### src/rtl/libcpu_pkg.sv
// libcpu: TD4 opcode set, instruction-byte encoder and program loader states.
package libcpu;

    typedef enum logic [3:0] {
        ADD_A_IMM, ADD_B_IMM, MOV_A_IMM, MOV_B_IMM,
        MOV_A_B, MOV_B_A, JMP_IMM, JNC_IMM,
        IN_A, IN_B, OUT_B, OUT_IMM,
        NOP, INVALID
    } OPECODE;

    typedef enum logic [1:0] {IDLE, LOAD, FILL, DONE} LOADER_STATE;

    localparam logic [3:0] OP_NOP_NIBBLE     = 4'b1010;
    localparam logic [3:0] OP_INVALID_NIBBLE = 4'b1000;

    // Inverse of the CPU decoder table; the immediate is never masked.
    function automatic logic [7:0] encode_instr(OPECODE op, logic [3:0] imm);
        logic [3:0] n;
        case (op)
            ADD_A_IMM: n = 4'b0000;
            ADD_B_IMM: n = 4'b0101;
            MOV_A_IMM: n = 4'b0011;
            MOV_B_IMM: n = 4'b0111;
            MOV_A_B:   n = 4'b0001;
            MOV_B_A:   n = 4'b0100;
            JMP_IMM:   n = 4'b1111;
            JNC_IMM:   n = 4'b1110;
            IN_A:      n = 4'b0010;
            IN_B:      n = 4'b0110;
            OUT_B:     n = 4'b1001;
            OUT_IMM:   n = 4'b1011;
            NOP:       n = OP_NOP_NIBBLE;
            default:   n = OP_INVALID_NIBBLE;
        endcase
        return {n, imm};
    endfunction

endpackage

### src/rtl/program_loader.sv
// program_loader: streams (opcode, imm) pairs into the 16x8 TD4 program memory,
// pads the tail with PAD_BYTE and holds the CPU while loading.
module program_loader
    import libcpu::*;
#(
    parameter int         DEPTH    = 16,
    parameter logic [7:0] PAD_BYTE = 8'hA0
) (
    input  logic       clk,
    input  logic       rst_n,
    input  logic       start,
    input  logic       in_valid,
    output logic       in_ready,
    input  OPECODE     in_opecode,
    input  logic [3:0] in_imm,
    input  logic       in_last,
    output logic       mem_we,
    output logic [3:0] mem_addr,
    output logic [7:0] mem_wdata,
    output logic       cpu_hold,
    output logic       done,
    output logic       err,
    output logic [4:0] count
);

    localparam logic [3:0] LAST_ADDR = 4'(DEPTH - 1);

    LOADER_STATE state, state_nxt;
    logic [3:0]  ptr;
    logic [7:0]  enc;
    logic        xfer, last_written;

    assign xfer         = in_valid && in_ready;
    assign enc          = encode_instr(in_opecode, in_imm);
    assign last_written = mem_we && mem_addr == LAST_ADDR;
    assign in_ready     = state == LOAD;
    assign cpu_hold     = state != IDLE;
    assign done         = state == DONE;

    // A transfer at the last address also passes through FILL, which then
    // writes nothing and only waits for that final write to be presented.
    always_comb begin
        state_nxt = state;
        case (state)
            IDLE:    state_nxt = start ? LOAD : IDLE;
            LOAD:    state_nxt = (xfer && (in_last || ptr == LAST_ADDR)) ? FILL : LOAD;
            FILL:    state_nxt = last_written ? DONE : FILL;
            default: state_nxt = IDLE;
        endcase
    end

    always_ff @(posedge clk or negedge rst_n) begin
        if (!rst_n) begin
            state     <= IDLE;
            ptr       <= '0;
            mem_we    <= 1'b0;
            mem_addr  <= '0;
            mem_wdata <= '0;
            err       <= 1'b0;
            count     <= '0;
        end else begin
            state  <= state_nxt;
            mem_we <= 1'b0;
            if (state == IDLE && start) begin
                ptr   <= '0;
                count <= '0;
                err   <= 1'b0;
            end
            if (xfer) begin
                mem_we    <= 1'b1;
                mem_addr  <= ptr;
                mem_wdata <= enc;
                ptr       <= ptr + 4'd1;
                count     <= count + 5'd1;
                err       <= err | (enc[7:4] == OP_INVALID_NIBBLE);
            end else if (state == FILL && !last_written) begin
                mem_we    <= 1'b1;
                mem_addr  <= ptr;
                mem_wdata <= PAD_BYTE;
                ptr       <= ptr + 4'd1;
            end
        end
    end

endmodule
### config.mk
export PLATFORM = sky130hd
export DESIGN_NAME = program_loader
export DESIGN_NICKNAME = d
export VERILOG_FILES = /design/src/rtl/libcpu_pkg.sv /design/src/rtl/program_loader.sv
export SDC_FILE = /design/constraint.sdc
export NUM_CORES = 1
export LEC_CHECK = 0
export CAP_MARGIN = 20
export CORE_UTILIZATION = 49
export CTS_CLUSTER_DIAMETER = 120
export DETAILED_ROUTE_END_ITERATION = 8
export PLACE_DENSITY = 0.91
export SYNTH_ARGS = -nofsm -noshare
export SYNTH_HDL_FRONTEND = slang
export SYNTH_SLANG_ARGS = --single-unit
### constraint.sdc
create_clock -name clk -period 4.5 [get_ports clk]
set_clock_uncertainty 0.2 [all_clocks]
set_input_delay 0.9 -clock clk [delete_from_list [all_inputs] [get_ports clk]]
set_output_delay 0.9 -clock clk [all_outputs]
set_load 0.03 [all_outputs]
* Word level (Yosys, flattened, before mapping)
Memory sizes are Yosys's and may differ from the RTL's.
Index checks and enable logic that the tools add are counted.
** Word-level totals
- Bits in registers :: 25
- ROM bits :: 64
- Input bits :: 13
- Output and inout port bits :: 22
- Logic and storage cells :: 46
- Memories :: 1
** Operators by class
- Add/sub/neg operators :: 2
- Equal/unequal tests :: 6
- Multiplexer cells :: 17
- Bitwise operators :: 1
- Reduce and logical (&&, ||, !) cells :: 12
** Memory list
- (name not given) :: words 16, bits a word 4, rd ports 1, clocked after Yosys merged registers in 0, write ports 0, RTL line libcpu_pkg.sv:19 : case (op)
** Operators with widths (number)
- $mux W4 :: 5
- $mux W8 :: 2
- $eq A4 B4 Y1 const B :: 3
- $mux W5 :: 2
- $mux W1 :: 6
- $pmux W2 S3 :: 1
- $reduce_bool A2 Y1 :: 3
- $add A5 B1 Y5 const B :: 1
- $logic_and A1 B1 Y1 :: 5
- $add A4 B1 Y4 const B :: 1
- $eq A2 B2 Y1 const B :: 2
- $reduce_bool A3 Y1 :: 1
- $eq A2 B1 Y1 const B :: 1
- $logic_not A2 Y1 :: 1
- $mux W2 :: 1
- $logic_not A1 Y1 :: 1
- $logic_or A1 B1 Y1 :: 1
- $or A1 B1 Y1 :: 1

* Depth between registers and ports, before layout
Gate-level depths: netlist of the first run.
- Depth in word-level cells :: 6
- Depth in mapped cells :: 6
- Depth with buffers taken out :: 5

* Least setup slack after synthesis of the first run
No wires, ideal clock.
- Kind :: register to output
- Start :: register state[1]
- End :: output in_ready
- Arrival time :: 0.958 ns
- Data required time :: 3.400 ns
- Slack :: 2.442 ns
- Cell stages (with the launch flop) :: 3
- Buffers on the path :: 1
- Cell sequence :: dfrtp_1 > buf_6 > nor2b_1
** On the way
- Longest elaborated chain between the ends :: 1
** RTL lines
- from (decl) :: RTL line program_loader.sv:28 : LOADER_STATE state, state_nxt;
- from (signal assigned) :: RTL line program_loader.sv:62 : state <= state_nxt;
- $eq A2 B1 Y1 :: RTL line program_loader.sv:36 : assign in_ready = state == LOAD;
- to (decl) :: RTL line program_loader.sv:13 : output logic in_ready,
Every way passes these cells.

* Worst setup path after layout of the first run
- Start :: register state[0]
- End :: output in_ready
The elaborated chain is that of the path after synthesis.

==> flow_metrics.py, run 1 <==
metrics = {
    "power_and_ir_drop": {
        "p_switching_uw": 460,
        "power_frac_seq_pct": 38.4,
        "cellPowerDensity_nw_per_um2": 647,
        "finalPower_mw": 1.02,
        "cellLeakagePower_nw": 0.727,
        "p_int_uw": 558,
        "peakVddDrop_mv": 0.329,
        "swShare_pct": 45.2,
        "p_clk_share_pct": 9.9,
        "power_frac_comb_pct": 51.7,
    },
    "critical_path": {
        "required_ns": 3.40,
        "slowest_stage": "clkdlybuf4s50_1",
        "endpoint": "in_ready",
        "cp.arrival_ns": 1.76,
        "reg2reg_depth": 5,
        "rr_startpoint": "state[1]$_DFF_PN0_",
        "path_class": "reg2out",
        "start_kind": "register",
        "r2r_slack_ns": 2.72,
        "crit_chain": "nor2b_1, clkdlybuf4s50_1",
        "worstSetupEndpointType": "output pin",
        "crit_buf_inv": 1,
        "reg2reg_to": "ptr[3]$_DFFE_PN0P_",
        "cpPeakStageDelay_ns": 0.69,
        "crit_family": "buffers and inverters",
        "worst-path-stages": 2,
        "startpoint": "state[0]$_DFF_PN0_",
        "crit_fanout": 9,
    },
    "floorplanning": {
        "start_util_pct": 52.7,
        "die_x_um": 51.2,
        "ios": 35,
        "rows": 17,
        "die_y_um": 51.2,
        "fp.coreArea_um2": 2250,
        "die_area_um2": 2620,
    },
    "clock_network": {
        "holdBufCountCts": 0,
        "clk_pin_slew_worst_paths_ns": 0.13,
        "cts_setup_buffers": 0,
        "ctsHtreeMaxLevel": 1,
        "tritoncts": "yes",
        "numCtsBuffers": 3,
        "clock_tree.buffer_depth": 2,
        "cts-resized-gates": 0,
        "clock_latency_ns": 0.32,
        "clock-sinks": 25,
        "cts_root_buf": "clkbuf_4",
    },
    "sta": {
        "slew_violations": 0,
        "grt_setup_unrepaired": "no",
        "hold_violations": 0,
        "max_slew.worst_pin.slew_ns": 0.632,
        "min_period_over_period_pct": 63.5,
        "relSlewSlack_pct": 57.7,
        "period_minus_slack_ns": 2.86,
        "max_freq_mhz": 350,
        "fin_setup_tns_ns": 0,
        "setup_viol": 0,
        "worst_slack_ns": 1.64,
    },
    "global_routing": {
        "grt_max_degree": 26,
        "grt_pass1_vias": 978,
        "grt_first_pass_wirelength_um": 4150,
        "grt_use_total_pct": 21.8,
        "overflow": 0,
        "antenna_found_initial": 0,
    },
    "yosys": {
        "yosysUniqueCellTypes": 27,
        "synth_top_cell_by_area": "dfrtp_1",
        "synthTopCellsByArea": "dfrtp_1 (53%), nand2_1 (12%), o21ai_0 (6.7%)",
        "synth_ff_type": "dfrtp_1",
        "synth_top_area_share_pct": 52.7,
        "synthesis.nets": 141,
        "synth_seq_area_share_pct": 52.7,
        "syn_avg_cell_area_um2": 9.42,
        "synth-edff-count": 0,
        "synth-seq-cells": 25,
        "ys.warnings.count": 0,
        "postSynthCellCount": 126,
        "async_flop_share_pct": 100,
        "synth_area_um2": 1190,
    },
    "flow_run": {
        "max_cap_viol_count": 0,
    },
    "final_layout": {
        "diodes": 0,
        "final_nets": 176,
        "stdcell_count": 188,
        "final_area_um2": 1570,
        "layout_common_cells": "nand2_1 (38), clkdlybuf4s50_1 (34), dfrtp_1 (25), o21ai_0 (16), mux2i_1 (6)",
        "area_growth_pct": 32.5,
        "drive_above_1_share_pct": 5.00,
        "layout_commonest_cell": "nand2_1",
    },
    "status": {
        "status": "complete, no violations",
    },
    "placed_design": {
        "dp.cells": 183,
        "gp_congestion": 0.840,
        "place_area_um2": 1530,
        "dp_hpwl_um": 1840,
        "port_buffers": 34,
        "place_ws_ns": 1.80,
    },
    "detailed_routing": {
        "totalWireLength_um": 2410,
        "vias": 1005,
        "drtAntennaViolNets": 0,
        "via_per_inst": 5.35,
        "first_pass_iters": 4,
        "routedWlPerCell_um": 12.8,
        "drtIter0Drc": 12,
        "route.detailed.drc": 0,
    },
    "min_path": {
        "hold_path_class": "reg2reg",
    },
}
flip-flops by register name (all words and copies together), names as in the netlist:
name and count:
mem_wdata 8, state 2, mem_we 1, err 1
ptr 4, mem_addr 4, count 5
worst register-to-register path, delay by kind of cell (launching register included):
family | cells | cell delay, ns
buffers and inverters | 1 | 0.11
AOI/OAI and AO/OA | 1 | 0.33
DFF | 1 | 0.51
and+or+nand+nor | 2 | 0.39
muxes | 1 | 0.13
through the flow:
| step | util [%] | hold WS (ns) |
|---|---|---|
| global route | 69.8 | 0.337 |
| global placement | 67.8 | 0.261 |
| floorplan | - | 0.267 |
| finish | 69.8 | 0.303 |
| CTS | 69.1 | 0.313 |
| detailed placement | 67.8 | 0.274 |
Yosys cell counts (2+ instances only):
library cell,number
nand2_1,38
dfrtp_1,25
o21ai_0,16
mux2i_1,6
o22ai_1,4
nand3_1,3
nand4_1,3
nor2_1,3
nor2b_1,3
a21oi_1,2
a31oi_1,2
and2_1,2
buf_6,2
ha_1,2
inv_1,2
nor3_1,2
power groups by stage:
stage | Clock (mW) | Sequential [mW] | Combinational (mW)
after floorplan | 0 | 0.491 | 0.234
after global placement | 0 | 0.393 | 0.515
after detailed placement | 0 | 0.395 | 0.528
after CTS | 0.105 | 0.389 | 0.529
after global routing | 0.117 | 0.406 | 0.574
final | 0.100 | 0.391 | 0.526
final cells by class:
cell class,count,area [um^2]
flip-flops and latches,25,626
fillers,176,682
repair buffers,35,355
clock inverters,1,7.51
inverters,3,12.5
well taps,28,35.0
multi-input cells,93,514
clock buffers,3,22.5
how the worst min path moves through the flow:
stage                                     from  cells after the start                   end
after global routing      count[3]$_DFFE_PN0P_                      1  count[3]$_DFFE_PN0P_
after CTS                      err$_DFFE_PN0P_                      2       err$_DFFE_PN0P_
after detailed placement       err$_DFFE_PN0P_                      2       err$_DFFE_PN0P_
final                          err$_DFFE_PN0P_                      2       err$_DFFE_PN0P_
after floorplan             ptr[3]$_DFFE_PN0P_                      1    ptr[3]$_DFFE_PN0P_
after global placement    count[4]$_DFFE_PN0P_                      1  count[4]$_DFFE_PN0P_
metal layers:
metal	routed length, um	vias to the layer above	global-route usage [%]
li1	-	505	-
met1	1050	472	24.9
met2	1230	23	38.8
met3	71	5	2.68
met4	59	0	13.1
met5	0	-	0
kinds of logic (layout without fill, tap and decap cells):
group	count (synthesis)	count (layout)	share of synthesized area [%]
AND/OR/NAND/NOR	57	57	22.2
AO/OA/AOI/OAI	28	28	13.9
flip-flops	25	25	52.7
buffers and inverters	8	42	4.00
multiplexers	6	6	5.06
adder cells (fa/ha/maj)	2	2	2.11
(Power assumes the default switching activity.)
==> run 2: changes to the inputs <==
--- a/config.mk
+++ b/config.mk
@@ -6,10 +6,10 @@
 export NUM_CORES = 1
 export LEC_CHECK = 0
 export CAP_MARGIN = 20
-export CORE_UTILIZATION = 49
+export CORE_UTILIZATION = 41
 export CTS_CLUSTER_DIAMETER = 120
 export DETAILED_ROUTE_END_ITERATION = 8
-export PLACE_DENSITY = 0.91
+export PLACE_DENSITY = 0.83
 export SYNTH_ARGS = -nofsm -noshare
 export SYNTH_HDL_FRONTEND = slang
 export SYNTH_SLANG_ARGS = --single-unit
==> constraint.sdc (replaced) <==
create_clock -name clk -period 2.6 [get_ports clk]
set_clock_uncertainty 0.2 [all_clocks]
set_input_delay 0.52 -clock clk [delete_from_list [all_inputs] [get_ports clk]]
set_output_delay 0.52 -clock clk [all_outputs]
set_load 0.03 [all_outputs]
==> flow_metrics.py, run 2 (same netlist as run 1, synthesis figures left out) <==
metrics = {
    "detailed_routing": {
        "first_pass_iters": 4,
        "drtAntennaViolNets": 0,
        "route.detailed.drc": 0,
        "drtIter0Drc": 26,
        "via_per_inst": 5.46,
        "vias": 1042,
        "routedWlPerCell_um": 13.7,
        "totalWireLength_um": 2630,
    },
    "sta": {
        "fin_setup_tns_ns": 0,
        "max_slew.worst_pin.slew_ns": 0.536,
        "grt_setup_unrepaired": "no",
        "hold_ws_ns": 0.303,
        "period_minus_slack_ns": 2.44,
        "hold_violations": 0,
        "setup_viol": 0,
        "max_freq_mhz": 409,
        "min_period_over_period_pct": 94.0,
        "slew_violations": 0,
        "relSlewSlack_pct": 64.3,
    },
    "global_routing": {
        "antenna_found_initial": 0,
        "overflow": 0,
        "grt_pass1_vias": 971,
        "grt_first_pass_wirelength_um": 4220,
        "grt_max_degree": 26,
        "grt_use_total_pct": 17.5,
    },
    "clock_network": {
        "numCtsBuffers": 3,
        "clk_pin_slew_worst_paths_ns": 0.13,
        "clock-sinks": 25,
        "tritoncts": "yes",
        "holdBufCountCts": 0,
        "clock_tree.buffer_depth": 2,
        "cts-resized-gates": 0,
        "ctsHtreeMaxLevel": 1,
        "cts_root_buf": "clkbuf_4",
        "clock_latency_ns": 0.30,
        "cts_setup_buffers": 0,
    },
    "final_layout": {
        "regArea_um2": 626,
        "top_register": "mem_wdata",
        "largest_reg_flops": 8,
        "post-route-util_pct": 56.8,
        "layout_commonest_cell": "nand2_1",
        "final_area_um2": 1570,
        "area_growth_pct": 31.8,
        "layout_common_cells": "nand2_1 (38), clkdlybuf4s50_1 (34), dfrtp_1 (25), o21ai_0 (16), mux2i_1 (6)",
        "final_nets": 176,
        "fillers": 246,
        "stdcell_count": 191,
        "diodes": 0,
        "multi_input_area_um2": 514,
        "drive_above_1_share_pct": 4.38,
        "reg_top3": "mem_wdata: 8 flops, count: 5 flops",
    },
    "floorplanning": {
        "rows": 19,
        "ios": 35,
        "fp.coreArea_um2": 2760,
        "die_area_um2": 3120,
        "die_x_um": 55.8,
        "start_util_pct": 43.1,
        "die_y_um": 55.8,
    },
    "critical_path": {
        "required_ns": 1.88,
        "worstSetupEndpointType": "output pin",
        "path_class": "reg2out",
        "cp.arrival_ns": 1.72,
        "start_kind": "register",
        "crit_fanout": 9,
    },
    "placed_design": {
        "dp.cells": 187,
        "dp_hpwl_um": 1980,
        "gp_congestion": 0.817,
        "place_area_um2": 1540,
        "port_buffers": 34,
    },
    "power_and_ir_drop": {
        "cellLeakagePower_nw": 0.726,
        "peakVddDrop_mv": 0.699,
        "cellPowerDensity_nw_per_um2": 1130,
    },
    "min_path": {
        "hold_path_class": "reg2reg",
    },
    "flow_run": {
        "max_cap_viol_count": 0,
    },
    "status": {
        "status": "complete, no violations",
    },
}
run 2: changes by cell type in the layout (fill, tap and decap cells not counted), sizes merged:
cell,before,now
clkbuf,3,4
clkinvlp,1,0
run 2: through the flow:
step | worst slack (ns) | total power [mW]
6_report | 0.157 | 1.77
5_1_grt | 0.0615 | 1.88
4_1_cts | 0.157 | 1.78
3_5_place_dp | 0.253 | 1.61
3_3_place_gp | 0.320 | 1.58
2_1_floorplan | 0.655 | 1.26
run 2: where the power goes:
| group | switching [mW] | leakage [nW] | internal [mW] | total (mW) |
|---|---|---|---|---|
| Combinational | 0.549 | 0.389 | 0.372 | 0.921 |
| Clock | 0.108 | 0.0150 | 0.0598 | 0.167 |
| Sequential | 0.148 | 0.322 | 0.534 | 0.682 |
run 2: worst max-delay path: stages, from the launching register on:
cell and delay [ns]:
dfrtp_1 0.53, nor2b_1 0.20, clkdlybuf4s50_1 0.68
run 2: path summary, 6_finish.rpt:
| kind | cells past startpoint | slack [ns] | start | to |
|---|---|---|---|---|
| max in group asynchronous | 2 | 1.60 | rst_n | mem_wdata[1]$_DFFE_PN0P_ |
| min | 2 | 0.30 | err$_DFFE_PN0P_ | err$_DFFE_PN0P_ |
| max | 2 | 0.16 | state[0]$_DFF_PN0_ | in_ready |
| max reg2reg | 5 | 0.76 | state[1]$_DFF_PN0_ | ptr[3]$_DFFE_PN0P_ |
| min reg2reg | 2 | 0.30 | err$_DFFE_PN0P_ | err$_DFFE_PN0P_ |
| min in group asynchronous | 2 | 0.35 | rst_n | count[2]$_DFFE_PN0P_ |
run 2: layout make-up:
class,instances,area share [%]
repair buffers,35,22.2
well taps,31,2.48
inverters,3,0.799
flip-flops and latches,25,40.0
clock buffers,4,1.68
multi-input cells,93,32.9
run 2: per-layer routing:
layer | global-route usage [%] | wire (um)
met1 | 20.5 | 1120
met2 | 30.8 | 1350
met3 | 2.56 | 127
met4 | 9.41 | 27
met5 | 0 | 0
==> run 3: changes to the inputs <==
--- a/config.mk
+++ b/config.mk
@@ -6,10 +6,11 @@
 export NUM_CORES = 1
 export LEC_CHECK = 0
 export CAP_MARGIN = 20
-export CORE_UTILIZATION = 41
+export CORE_UTILIZATION = 49
 export CTS_CLUSTER_DIAMETER = 120
 export DETAILED_ROUTE_END_ITERATION = 8
-export PLACE_DENSITY = 0.83
+export PLACE_DENSITY = 0.91
+export SLEW_MARGIN = 10
 export SYNTH_ARGS = -nofsm -noshare
 export SYNTH_HDL_FRONTEND = slang
 export SYNTH_SLANG_ARGS = --single-unit
==> constraint.sdc (replaced) <==
create_clock -name clk -period 3 [get_ports clk]
set_clock_uncertainty 0.2 [all_clocks]
set_input_delay 0.6 -clock clk [delete_from_list [all_inputs] [get_ports clk]]
set_output_delay 0.6 -clock clk [all_outputs]
set_load 0.03 [all_outputs]
==> flow_metrics.py, run 3 (same netlist as run 1, synthesis figures left out) <==
metrics = {
    "floorplanning": {
        "start_util_pct": 52.7,
        "die_x_um": 51.2,
        "fp.coreArea_um2": 2250,
        "ios": 35,
        "die_area_um2": 2620,
        "die_y_um": 51.2,
        "rows": 17,
    },
    "detailed_routing": {
        "totalWireLength_um": 2360,
        "wl_met1_um": 1040,
        "wl_met2_um": 1170,
        "drtIter0Drc": 34,
        "routedWlPerCell_um": 12.6,
        "highest_layer": "met4",
        "vias": 1032,
        "met3WireLength_um": 96,
        "via_per_inst": 5.49,
        "first_pass_iters": 4,
        "drtAntennaViolNets": 0,
        "route.detailed.drc": 0,
    },
    "critical_path": {
        "path_class": "reg2out",
        "crit_fanout": 9,
        "worstSetupEndpointType": "output pin",
        "cp.arrival_ns": 1.78,
        "slowest_stage": "clkdlybuf4s50_1",
        "crit_buf_inv": 1,
        "crit_family": "buffers and inverters",
        "required_ns": 2.20,
        "start_kind": "register",
        "crit_chain": "nor2b_1, clkdlybuf4s50_1",
        "cpPeakStageDelay_ns": 0.69,
    },
    "sta": {
        "max_slew.worst_pin.slew_ns": 0.553,
        "setup_viol": 0,
        "hold_ws_ns": 0.302,
        "min_period_over_period_pct": 86.0,
        "worst_slack_ns": 0.419,
        "fin_setup_tns_ns": 0,
        "hold_violations": 0,
        "period_minus_slack_ns": 2.58,
        "max_freq_mhz": 387,
        "relSlewSlack_pct": 63.2,
        "grt_setup_unrepaired": "no",
        "slew_violations": 0,
    },
    "placed_design": {
        "gp_congestion": 0.846,
        "port_buffers": 34,
        "place_area_um2": 1540,
        "place_ws_ns": 0.608,
        "dp_hpwl_um": 1790,
    },
    "power_and_ir_drop": {
        "p_int_uw": 834,
        "power_frac_seq_pct": 38.6,
        "p_switching_uw": 689,
        "power_frac_comb_pct": 51.8,
        "cellPowerDensity_nw_per_um2": 975,
        "peakVddDrop_mv": 0.563,
        "cellLeakagePower_nw": 0.729,
        "p_clk_share_pct": 9.6,
        "swShare_pct": 45.2,
    },
    "final_layout": {
        "diodes": 0,
        "area_growth_pct": 31.6,
        "layout_commonest_cell": "nand2_1",
        "fillers": 183,
        "largest_reg_flops": 8,
        "reg_top3": "mem_wdata: 8 flops, count: 5 flops",
        "final_area_um2": 1560,
        "top_register": "mem_wdata",
        "drive_above_1_share_pct": 5.00,
        "layout_common_cells": "nand2_1 (38), clkdlybuf4s50_1 (34), dfrtp_1 (25), o21ai_0 (16), mux2i_1 (6)",
        "post-route-util_pct": 69.3,
        "final_nets": 176,
    },
    "global_routing": {
        "grt_max_degree": 26,
        "overflow": 0,
        "antenna_found_initial": 0,
        "grt_pass1_vias": 954,
        "grt_use_total_pct": 21.4,
        "grt_first_pass_wirelength_um": 4120,
    },
    "clock_network": {
        "clock_tree.buffer_depth": 2,
        "cts-resized-gates": 0,
        "ctsHtreeMaxLevel": 1,
        "cts_root_buf": "clkbuf_4",
        "cts_setup_buffers": 0,
        "clock_latency_ns": 0.32,
        "clock-sinks": 25,
        "holdBufCountCts": 0,
        "numCtsBuffers": 3,
        "clk_pin_slew_worst_paths_ns": 0.13,
        "tritoncts": "yes",
    },
    "flow_run": {
        "max_cap_viol_count": 0,
    },
    "min_path": {
        "hold_path_class": "reg2reg",
    },
    "status": {
        "status": "complete, no violations",
    },
}
==> run 3: power by group through the flow <==
stage / clock network, mW / registers (mW) / logic, mW
detailed placement: 0 / 0.594 / 0.793
floorplan: 0 / 0.737 / 0.352
global route: 0.165 / 0.610 / 0.862
finish: 0.146 / 0.589 / 0.789
CTS: 0.151 / 0.587 / 0.795
global placement: 0 / 0.589 / 0.774
==> run 3: worst reg2reg max path, delay by kind of cell (launching register included) <==
family                 cells  cell delay, ns
buffers and inverters      1            0.15
DFF                        1            0.54
and+or+nand+nor            2            0.40
muxes                      1            0.19
AOI/OAI and AO/OA          1            0.25
==> run 3: final cells by class <==
| type | count | area (um^2) | area share (%) |
|---|---|---|---|
| Clock inverter | 1 | 5.00 | 0.320 |
| Sequential cell | 25 | 626 | 40.0 |
| Inverter | 3 | 12.5 | 0.801 |
| Timing Repair Buffer | 35 | 348 | 22.3 |
| Tap cell | 28 | 35.0 | 2.24 |
| Multi-Input combinational cell | 93 | 514 | 32.9 |
| Clock buffer | 3 | 22.5 | 1.44 |
==> run 3: per-layer routing <==
metal | track usage (%) | vias up
li1 | - | 514
met1 | 27.0 | 479
met2 | 36.0 | 35
met3 | 1.79 | 4
met4 | 12.2 | 0
met5 | 0 | -
==> run 3: final timing paths <==
path	cells past startpoint	slack [ns]	start	endpoint
hold / removal	1	0.30	count[4]$_DFFE_PN0P_	count[4]$_DFFE_PN0P_
setup / recovery	2	0.42	state[0]$_DFF_PN0_	in_ready
hold reg to reg	1	0.30	count[4]$_DFFE_PN0P_	count[4]$_DFFE_PN0P_
max in group asynchronous	2	1.94	rst_n	err$_DFFE_PN0P_
setup reg to reg	5	1.20	state[1]$_DFF_PN0_	ptr[3]$_DFFE_PN0P_
min in group asynchronous	2	0.42	rst_n	count[1]$_DFFE_PN0P_
==> run 3: through the flow <==
step                      std cells  power (mW)
after floorplan                 126        1.09
final                           188        1.52
after CTS                       188        1.53
after detailed placement        184        1.39
after global placement          184        1.36
after global routing            188        1.64
